File: src/rtl/mmio_responder_pkg.sv
// Shared definitions for the 0x8xxx_xxxx I/O window responder: region nibble,
// register offsets, TX state encoding and the STATUS word layout.
package mmio_responder_pkg;

    localparam logic [3:0] IO_REGION  = 4'b1000;

    localparam logic [7:0] IO_STATUS  = 8'h00;
    localparam logic [7:0] IO_RXDATA  = 8'h04;
    localparam logic [7:0] IO_TXDATA  = 8'h08;
    localparam logic [7:0] IO_CYCLES  = 8'h10;
    localparam logic [7:0] IO_INSTRET = 8'h14;
    localparam logic [7:0] IO_CNTCLR  = 8'h18;

    typedef enum logic {
        TX_IDLE = 1'b0,
        TX_BUSY = 1'b1
    } tx_state_e;

    function automatic logic [31:0] status_word(input logic tx_ovf,
                                                input logic rx_valid,
                                                input logic tx_ready);
        return {29'b0, tx_ovf, rx_valid, tx_ready};
    endfunction

endpackage

File: src/rtl/mmio_rx_fifo.sv
// Power-of-two RX byte FIFO; head entry is visible on pop_data while not empty.
// Pushes when full and pops when empty are ignored.
module mmio_rx_fifo #(
    parameter int DEPTH = 8,
    parameter int W     = 8
) (
    input  logic         clk,
    input  logic         rst,
    input  logic         push,
    input  logic [W-1:0] push_data,
    input  logic         pop,
    output logic [W-1:0] pop_data,
    output logic         full,
    output logic         empty
);

    localparam int AW = $clog2(DEPTH);

    logic [W-1:0]  mem_q [DEPTH];
    logic [AW-1:0] wr_ptr_q, wr_ptr_d;
    logic [AW-1:0] rd_ptr_q, rd_ptr_d;
    logic [AW:0]   count_q, count_d;
    logic          do_push;
    logic          do_pop;

    assign full     = (count_q == (AW+1)'(DEPTH));
    assign empty    = (count_q == '0);
    assign do_push  = push && !full;
    assign do_pop   = pop && !empty;
    assign pop_data = mem_q[rd_ptr_q];

    always_comb begin
        wr_ptr_d = wr_ptr_q;
        rd_ptr_d = rd_ptr_q;
        count_d  = count_q;
        if (do_push) begin
            wr_ptr_d = wr_ptr_q + AW'(1);
        end
        if (do_pop) begin
            rd_ptr_d = rd_ptr_q + AW'(1);
        end
        count_d = count_q + (AW+1)'(do_push) - (AW+1)'(do_pop);
    end

    always_ff @(posedge clk or posedge rst) begin
        if (rst) begin
            wr_ptr_q <= '0;
            rd_ptr_q <= '0;
            count_q  <= '0;
        end else begin
            wr_ptr_q <= wr_ptr_d;
            rd_ptr_q <= rd_ptr_d;
            count_q  <= count_d;
        end
    end

    // Storage carries no reset; occupancy alone defines validity.
    always_ff @(posedge clk) begin
        if (do_push) begin
            mem_q[wr_ptr_q] <= push_data;
        end
    end

endmodule

File: src/rtl/mmio_responder.sv
// I/O window responder: UART TX/RX, cycle and retired-instruction counters.
// Define MMIO_RX_FIFO_EN for a RX_FIFO_DEPTH-entry RX FIFO; otherwise one holding byte.
module mmio_responder
    import mmio_responder_pkg::*;
#(
    parameter int RX_FIFO_DEPTH = 8,
    parameter int CNT_W         = 32
) (
    input  logic        clk,
    input  logic        rst,
    input  logic [31:0] io_addr,
    input  logic [3:0]  io_trans,
    input  logic        io_recv,
    input  logic [31:0] io_wdata,
    output logic [31:0] io_rdata,
    input  logic        instr_retire,
    output logic [7:0]  uart_tx_data,
    output logic        uart_tx_valid,
    input  logic        uart_tx_ready,
    input  logic [7:0]  uart_rx_data,
    input  logic        uart_rx_valid,
    output logic        uart_rx_ready
);

    logic [7:0] reg_off;
    logic       io_hit;
    logic       store_en;
    logic       load_en;
    logic       tx_store;
    logic       ovf_clr;
    logic       cnt_clr;
    logic       rx_pop_req;

    assign reg_off    = io_addr[7:0];
    assign io_hit     = (io_addr[31:28] == IO_REGION);
    assign store_en   = io_hit && (io_trans != 4'b0000);
    // A store seen together with a load takes precedence; the load is dropped.
    assign load_en    = io_hit && io_recv && !store_en;
    assign tx_store   = store_en && (reg_off == IO_TXDATA) && io_trans[0];
    assign ovf_clr    = store_en && (reg_off == IO_STATUS) && io_wdata[2];
    assign cnt_clr    = store_en && (reg_off == IO_CNTCLR);
    assign rx_pop_req = load_en && (reg_off == IO_RXDATA);

    logic       rx_push;
    logic       rx_pop;
    logic       rx_full;
    logic       rx_nonempty;
    logic [7:0] rx_head;
    logic       unused_ok;

    assign uart_rx_ready = !rx_full;
    assign rx_push       = uart_rx_valid && !rx_full;
    assign rx_pop        = rx_pop_req && rx_nonempty;

`ifdef MMIO_RX_FIFO_EN
    logic rx_empty;

    mmio_rx_fifo #(
        .DEPTH (RX_FIFO_DEPTH),
        .W     (8)
    ) u_rx_fifo (
        .clk       (clk),
        .rst       (rst),
        .push      (rx_push),
        .push_data (uart_rx_data),
        .pop       (rx_pop),
        .pop_data  (rx_head),
        .full      (rx_full),
        .empty     (rx_empty)
    );

    assign rx_nonempty = !rx_empty;
    assign unused_ok   = ^{io_addr[27:8], io_wdata[31:8]};
`else
    localparam logic [31:0] RX_DEPTH_BITS = 32'(RX_FIFO_DEPTH);

    logic       rx_full_q, rx_full_d;
    logic [7:0] rx_byte_q, rx_byte_d;

    // Ready is low while holding, so capture and pop never coincide here.
    always_comb begin
        rx_full_d = rx_full_q;
        rx_byte_d = rx_byte_q;
        if (rx_push) begin
            rx_full_d = 1'b1;
            rx_byte_d = uart_rx_data;
        end else if (rx_pop) begin
            rx_full_d = 1'b0;
        end
    end

    always_ff @(posedge clk or posedge rst) begin
        if (rst) begin
            rx_full_q <= 1'b0;
            rx_byte_q <= 8'h00;
        end else begin
            rx_full_q <= rx_full_d;
            rx_byte_q <= rx_byte_d;
        end
    end

    assign rx_full     = rx_full_q;
    assign rx_nonempty = rx_full_q;
    assign rx_head     = rx_byte_q;
    assign unused_ok   = ^{io_addr[27:8], io_wdata[31:8], RX_DEPTH_BITS};
`endif

    tx_state_e  tx_state_q, tx_state_d;
    logic [7:0] tx_data_q, tx_data_d;
    logic       tx_ovf_q, tx_ovf_d;
    logic       tx_hs;

    assign tx_hs         = (tx_state_q == TX_BUSY) && uart_tx_ready;
    assign uart_tx_valid = (tx_state_q == TX_BUSY);
    assign uart_tx_data  = tx_data_q;

    always_comb begin
        tx_state_d = tx_state_q;
        tx_data_d  = tx_data_q;
        tx_ovf_d   = tx_ovf_q;
        case (tx_state_q)
            TX_IDLE: begin
                if (tx_store) begin
                    tx_state_d = TX_BUSY;
                    tx_data_d  = io_wdata[7:0];
                end
            end
            TX_BUSY: begin
                // A store landing on the handshake cycle refills the slot directly.
                if (tx_hs) begin
                    if (tx_store) begin
                        tx_data_d = io_wdata[7:0];
                    end else begin
                        tx_state_d = TX_IDLE;
                    end
                end else if (tx_store) begin
                    tx_ovf_d = 1'b1;
                end
            end
            default: tx_state_d = TX_IDLE;
        endcase
        if (ovf_clr) begin
            tx_ovf_d = 1'b0;
        end
    end

    always_ff @(posedge clk or posedge rst) begin
        if (rst) begin
            tx_state_q <= TX_IDLE;
            tx_data_q  <= 8'h00;
            tx_ovf_q   <= 1'b0;
        end else begin
            tx_state_q <= tx_state_d;
            tx_data_q  <= tx_data_d;
            tx_ovf_q   <= tx_ovf_d;
        end
    end

    logic [CNT_W-1:0] cycles_q, cycles_d;
    logic [CNT_W-1:0] instret_q, instret_d;

    always_comb begin
        cycles_d  = cycles_q + CNT_W'(1);
        instret_d = instret_q + CNT_W'(instr_retire);
        if (cnt_clr) begin
            cycles_d  = '0;
            instret_d = '0;
        end
    end

    always_ff @(posedge clk or posedge rst) begin
        if (rst) begin
            cycles_q  <= '0;
            instret_q <= '0;
        end else begin
            cycles_q  <= cycles_d;
            instret_q <= instret_d;
        end
    end

    logic [31:0] rd_word;
    logic [31:0] io_rdata_q, io_rdata_d;

    always_comb begin
        rd_word = 32'h0;
        case (reg_off)
            IO_STATUS:  rd_word = status_word(tx_ovf_q, rx_nonempty, tx_state_q == TX_IDLE);
            IO_RXDATA:  rd_word = {24'h0, rx_nonempty ? rx_head : 8'h00};
            IO_CYCLES:  rd_word = 32'(cycles_q);
            IO_INSTRET: rd_word = 32'(instret_q);
            default:    rd_word = 32'h0;
        endcase
        io_rdata_d = load_en ? rd_word : io_rdata_q;
    end

    always_ff @(posedge clk or posedge rst) begin
        if (rst) begin
            io_rdata_q <= 32'h0;
        end else begin
            io_rdata_q <= io_rdata_d;
        end
    end

    assign io_rdata = io_rdata_q;

endmodule

File: config.mk
export PLATFORM = sky130hd
export DESIGN_NAME = mmio_responder
export DESIGN_NICKNAME = d
export VERILOG_FILES = /design/src/rtl/mmio_responder_pkg.sv /design/src/rtl/mmio_rx_fifo.sv /design/src/rtl/mmio_responder.sv
export SDC_FILE = /design/constraint.sdc
export NUM_CORES = 1
export LEC_CHECK = 0
export ABC_AREA = 1
export CAP_MARGIN = 20
export CORE_MARGIN = 2
export CORE_UTILIZATION = 47
export CTS_BUF_LIST = sky130_fd_sc_hd__clkbuf_16
export DETAILED_ROUTE_END_ITERATION = 10
export PLACE_DENSITY = 0.74
export SYNTH_ARGS = -nofsm -noshare
export SYNTH_HDL_FRONTEND = slang
export SYNTH_HIERARCHICAL = 1
export SYNTH_SLANG_ARGS = --single-unit
File: constraint.sdc
create_clock -name clk -period 4.5 [get_ports clk]
set_input_delay 1.125 -clock clk [delete_from_list [all_inputs] [get_ports clk]]
set_output_delay 1.125 -clock clk [all_outputs]
set_load 0.02 [all_outputs]
After elaboration in Yosys (flattened, before gate mapping)
Cells that the tools add are included.
{"block": "word_totals", "regBits": 115, "inputBits": 82, "out_inout_bits": 42}
{"block": "classes", "addsub": 2, "n_eq_ne": 8, "muxes": 16, "bitwise": 1, "n_reduce_logical": 20}
{"operator": "$pmux 32 s4", "count": 1}
{"operator": "$mux 32", "count": 2}
{"operator": "$add 32x1->32", "count": 1}
{"operator": "$add 32x1->32 const B", "count": 1}
{"operator": "$eq 8x5->1 const B", "count": 3}
{"operator": "$mux 8", "count": 3}
{"operator": "$pmux 8 s2", "count": 1}
{"operator": "$logic_and 1x1->1", "count": 12}
{"operator": "$eq 8x3->1 const B", "count": 1}
{"operator": "$eq 8x4->1 const B", "count": 1}
{"operator": "$logic_not 8->1", "count": 1}
{"operator": "$mux 1", "count": 8}
{"operator": "$reduce_bool 2->1", "count": 3}
{"operator": "$eq 4x4->1 const B", "count": 1}
{"operator": "$reduce_bool 4->1", "count": 1}
{"operator": "$reduce_and 3->1", "count": 1}
{"operator": "$logic_not 1->1", "count": 2}
{"operator": "$ne 2x1->1 const B", "count": 1}
{"operator": "$ne 2x2->1 const B", "count": 1}
{"operator": "$pmux 1 s2", "count": 1}
{"operator": "$not 1->1", "count": 1}

Logic depth before layout (Yosys ltp)
{"block": "logic_depth", "word_depth": 8, "ltp_mapped": 10, "mapped_depth_nobuf": 10}

Worst setup path after synthesis
Ideal clock, no wire load.
{"block": "synth_path", "path_type": "input-to-reg", "start": "input port instr_retire", "end": "register instret_q[18]", "setup_ps": 117, "arrival_time_ps": 2144, "t_required_ps": 4383, "setup_slack_ps": 2239, "path_stages": 9, "n_path_buf": 0, "path_cell_list": "ha_1 -> ha_1 -> nand2_1 -> nor2_1 -> nand2_1 -> nor2_2 -> nand2_1 -> nor2_1 -> nor2_1"}
{"block": "synth_between", "elab_chain_len": 2}
{"element": "from (decl)", "line_no": "mmio_responder.sv:16", "source": "input logic instr_retire,"}
{"element": "$add 32x1->32", "line_no": "mmio_responder.sv:164", "source": "instret_d = instret_q + CNT_W'(instr_retire);"}
{"element": "$mux 32", "line_no": "mmio_responder.sv:165", "source": "if (cnt_clr) begin"}
{"element": "net instret_d[18]", "line_no": "mmio_responder.sv:160", "source": "logic [CNT_W-1:0] instret_q, instret_d;"}
{"element": "to (signal assigned)", "line_no": "mmio_responder.sv:177", "source": "instret_q <= instret_d;"}
{"element": "to (decl)", "line_no": "mmio_responder.sv:160"}
The timed path passes the listed nets, and every way through them passes these cells.
A chain may end at the register's enable or synchronous reset.

Worst setup path after layout
{"block": "layout_path", "start": "register rx_full_q, in the netlist rx_full", "end": "output port uart_rx_ready"}
{"block": "layout_between", "elab_chain_len": 1}
{"element": "from (decl)", "line_no": "mmio_responder.sv:77", "source": "logic rx_full_q, rx_full_d;"}
{"element": "from (signal assigned)", "line_no": "mmio_responder.sv:97", "source": "rx_full_q <= rx_full_d;"}
{"element": "$logic_not 1->1", "line_no": "mmio_responder.sv:51", "source": "assign uart_rx_ready = !rx_full;"}
{"element": "to (decl)", "line_no": "mmio_responder.sv:22", "source": "output logic uart_rx_ready"}
No other way between the ends.

==> results_dict.tcl <==
set metrics [dict create \
    placed_cell_area_um2 7290 \
    drt_iter0_drc 495 \
    max-vdd-ir-drop_mv 0.229 \
    powerDensity_nw_per_um2 331 \
    dieArea_um2 14400 \
    dp_hpwl_um 12400 \
    cts_repair_resize_count 0 \
    final_cells 1168 \
    htree_levels 4 \
    final_util 0.591 \
    worstPathMaxFanout 10 \
    grt_max_degree 56 \
    layout_common_cells "329 x nand2_1, 176 x nor2_1, 115 x dfrtp_1, 84 x inv_1, 79 x clkdlybuf4s50_1" \
    worst_pin_slew_ns 0.773 \
    path_class "flop to primary output" \
    hp-start "io_rdata[27]" \
    detail_route.first_pass.iterations 6 \
    vias 5917 \
    rsz0062_at_grt "false" \
    r2r_slack_ns 2.65 \
    cts.hold.buffers_added 0 \
    min_delay_path_depth 2 \
    wl_per_cell_um 14.6 \
    cts_buffer_depth 2 \
    syn-num-nets 978 \
    rr_worst_depth 10 \
    postSynthCellCount 893 \
    whs_endpoint "io_rdata[27]" \
    drive_gt1_frac 0.0625 \
    netlist_area_um2 6310 \
    ios 124 \
    fin_tns_setup_ns 0 \
    area_growth_pct 23.6 \
    fmax_mhz 360 \
    ant_nets 0 \
    drc 0 \
    r2r_start "instret_q[0]" \
    relSlewSlack 0.484 \
    skew_ns 0.00633 \
    cap_violations 0 \
    core_um2 13200 \
    die_h_um 120 \
    cts_tree "done" \
    cp-start-kind "flop" \
    rows 42 \
    finalSetupViolations 0 \
    r2r-end "instret_q[18]" \
    p_leak_nw 4.12 \
    drv_slew 0 \
    grt_use_total 0.256 \
    crit_required_ns 3.38 \
    hold_viol_final 0 \
    final.min_clock_period_ns 2.77 \
    clkSinkCount 115 \
    syn-mean-instance-area_um2 7.07 \
    gr-total-overflow 0 \
    grt_pass1_vias 5864 \
    place_ws_ns 1.31 \
    yosysUniqueCellTypes 29 \
    die_w_um 120 \
    antenna_found_initial 0 \
    final_common_cell "nand2_1" \
    clk_pin_slew_ns 0.05 \
    fin_ws_ns 1.73 \
    clockRootBuffer "clkbuf_16" \
    period_share 0.617 \
    wl_um 17000 \
    portBuffers 79 \
    ys_ff_latch 115 \
    clk_latency_ns 0.41 \
    yosysWarnings 6 \
    nets 1066 \
    cts_buffers 17 \
    grt_pass1_wl_um 28400 \
    yosysSeqAreaShare 0.456 \
    cp-end-kind "primary output" \
    diodes 0 \
    dp_cells 1138 \
    postCtsSetupRepairBufs 0 \
    worstPathArrival_ns 1.65 \
    gp_congestion 0.950 \
    outcome "finished, final reports clean" \
    fin_area_um2 7800 \
    start_util 0.479 \
    hold_class "flop to flop" \
    via_per_inst 5.07 \
]
-- report_power, final --
group          internal, W  total (W)  switching [W]
clock network     0.000728    0.00117       0.000440
registers          0.00110    0.00119      0.0000867
logic             0.000101   0.000229       0.000128
total              0.00193    0.00258       0.000655
-- state kept, by name, indices dropped and copies added, names as in the netlist --
register and flops:
cycles_q 32, uart_tx_valid 1, io_rdata 32, instret_q 32, rx_byte_q 8, rx_full 1, uart_tx_data 8, tx_ovf_q 1
-- cell type report --
cell class	count	area [um^2]
Clock buffer	17	425
Clock inverter	13	80.1
Fill cell	1238	5390
Inverter	85	322
Multi-Input combinational cell	672	3000
Sequential cell	115	2880
Tap cell	176	220
Timing Repair Buffer	90	873
-- through the flow --
step	hold WS (ns)	power [W]
finish	0.473	0.00258
CTS	0.477	0.00260
detailed placement	0.462	0.00143
global route	0.494	0.00270
floorplan	0.473	0.00133
global placement	0.456	0.00142
-- worst max-delay path, cell delays in order, from the launching register on --
cell and delay (ns):
dfrtp_1 0.48, inv_1 0.14, clkdlybuf4s50_1 0.62
-- cells by family after synthesis --
family,synth area share
XOR/XNOR,0.0291
AO/OA/AOI/OAI,0.0305
adder cells (fa/ha/maj),0.00595
buffers and inverters,0.0694
AND/OR/NAND/NOR,0.395
multiplexers,0.0143
flip-flops,0.456
-- Yosys cell counts, drive strengths merged --
cell type,count,area share
nand2,333,0.20
nor2,186,0.12
dfrtp,115,0.46
inv,84,0.050
nand3,59,0.048
xor2,19,0.026
buf,18,0.017
o22ai,18,0.018
nand4,14,0.014
nor3,9,0.0089
o21ai,9,0.0071
mux2,8,0.014
a21oi,7,0.0055
clkbuf,3,0.0018
ha,3,0.0059
nand3b,3,0.0036
xnor2,2,0.0028
and2,1,0.00099
and3,1,0.00099
clkinv,1,0.00059
-- metal layers --
| layer | global-route usage | vias to the layer above | wire (um) |
|---|---|---|---|
| met5 | 0 | - | 0 |
| met4 | 0.0860 | 0 | 359 |
| met1 | 0.345 | 2757 | 7530 |
| met2 | 0.416 | 176 | 8040 |
| met3 | 0.0513 | 28 | 1070 |
| li1 | - | 2956 | - |
-- worst max path at each step --
stage                          to        from  slack (ns)
floorplan             cycles_q[0]         rst        0.33
global placement    instret_q[11]  io_addr[4]        1.32
detailed placement    cycles_q[8]  io_addr[4]        1.31
CTS                 uart_rx_ready     rx_full        1.71
global route          cycles_q[8]  io_addr[6]        1.60
finish              uart_rx_ready     rx_full        1.73
No activity file was read; power rests on OpenSTA's default activity.
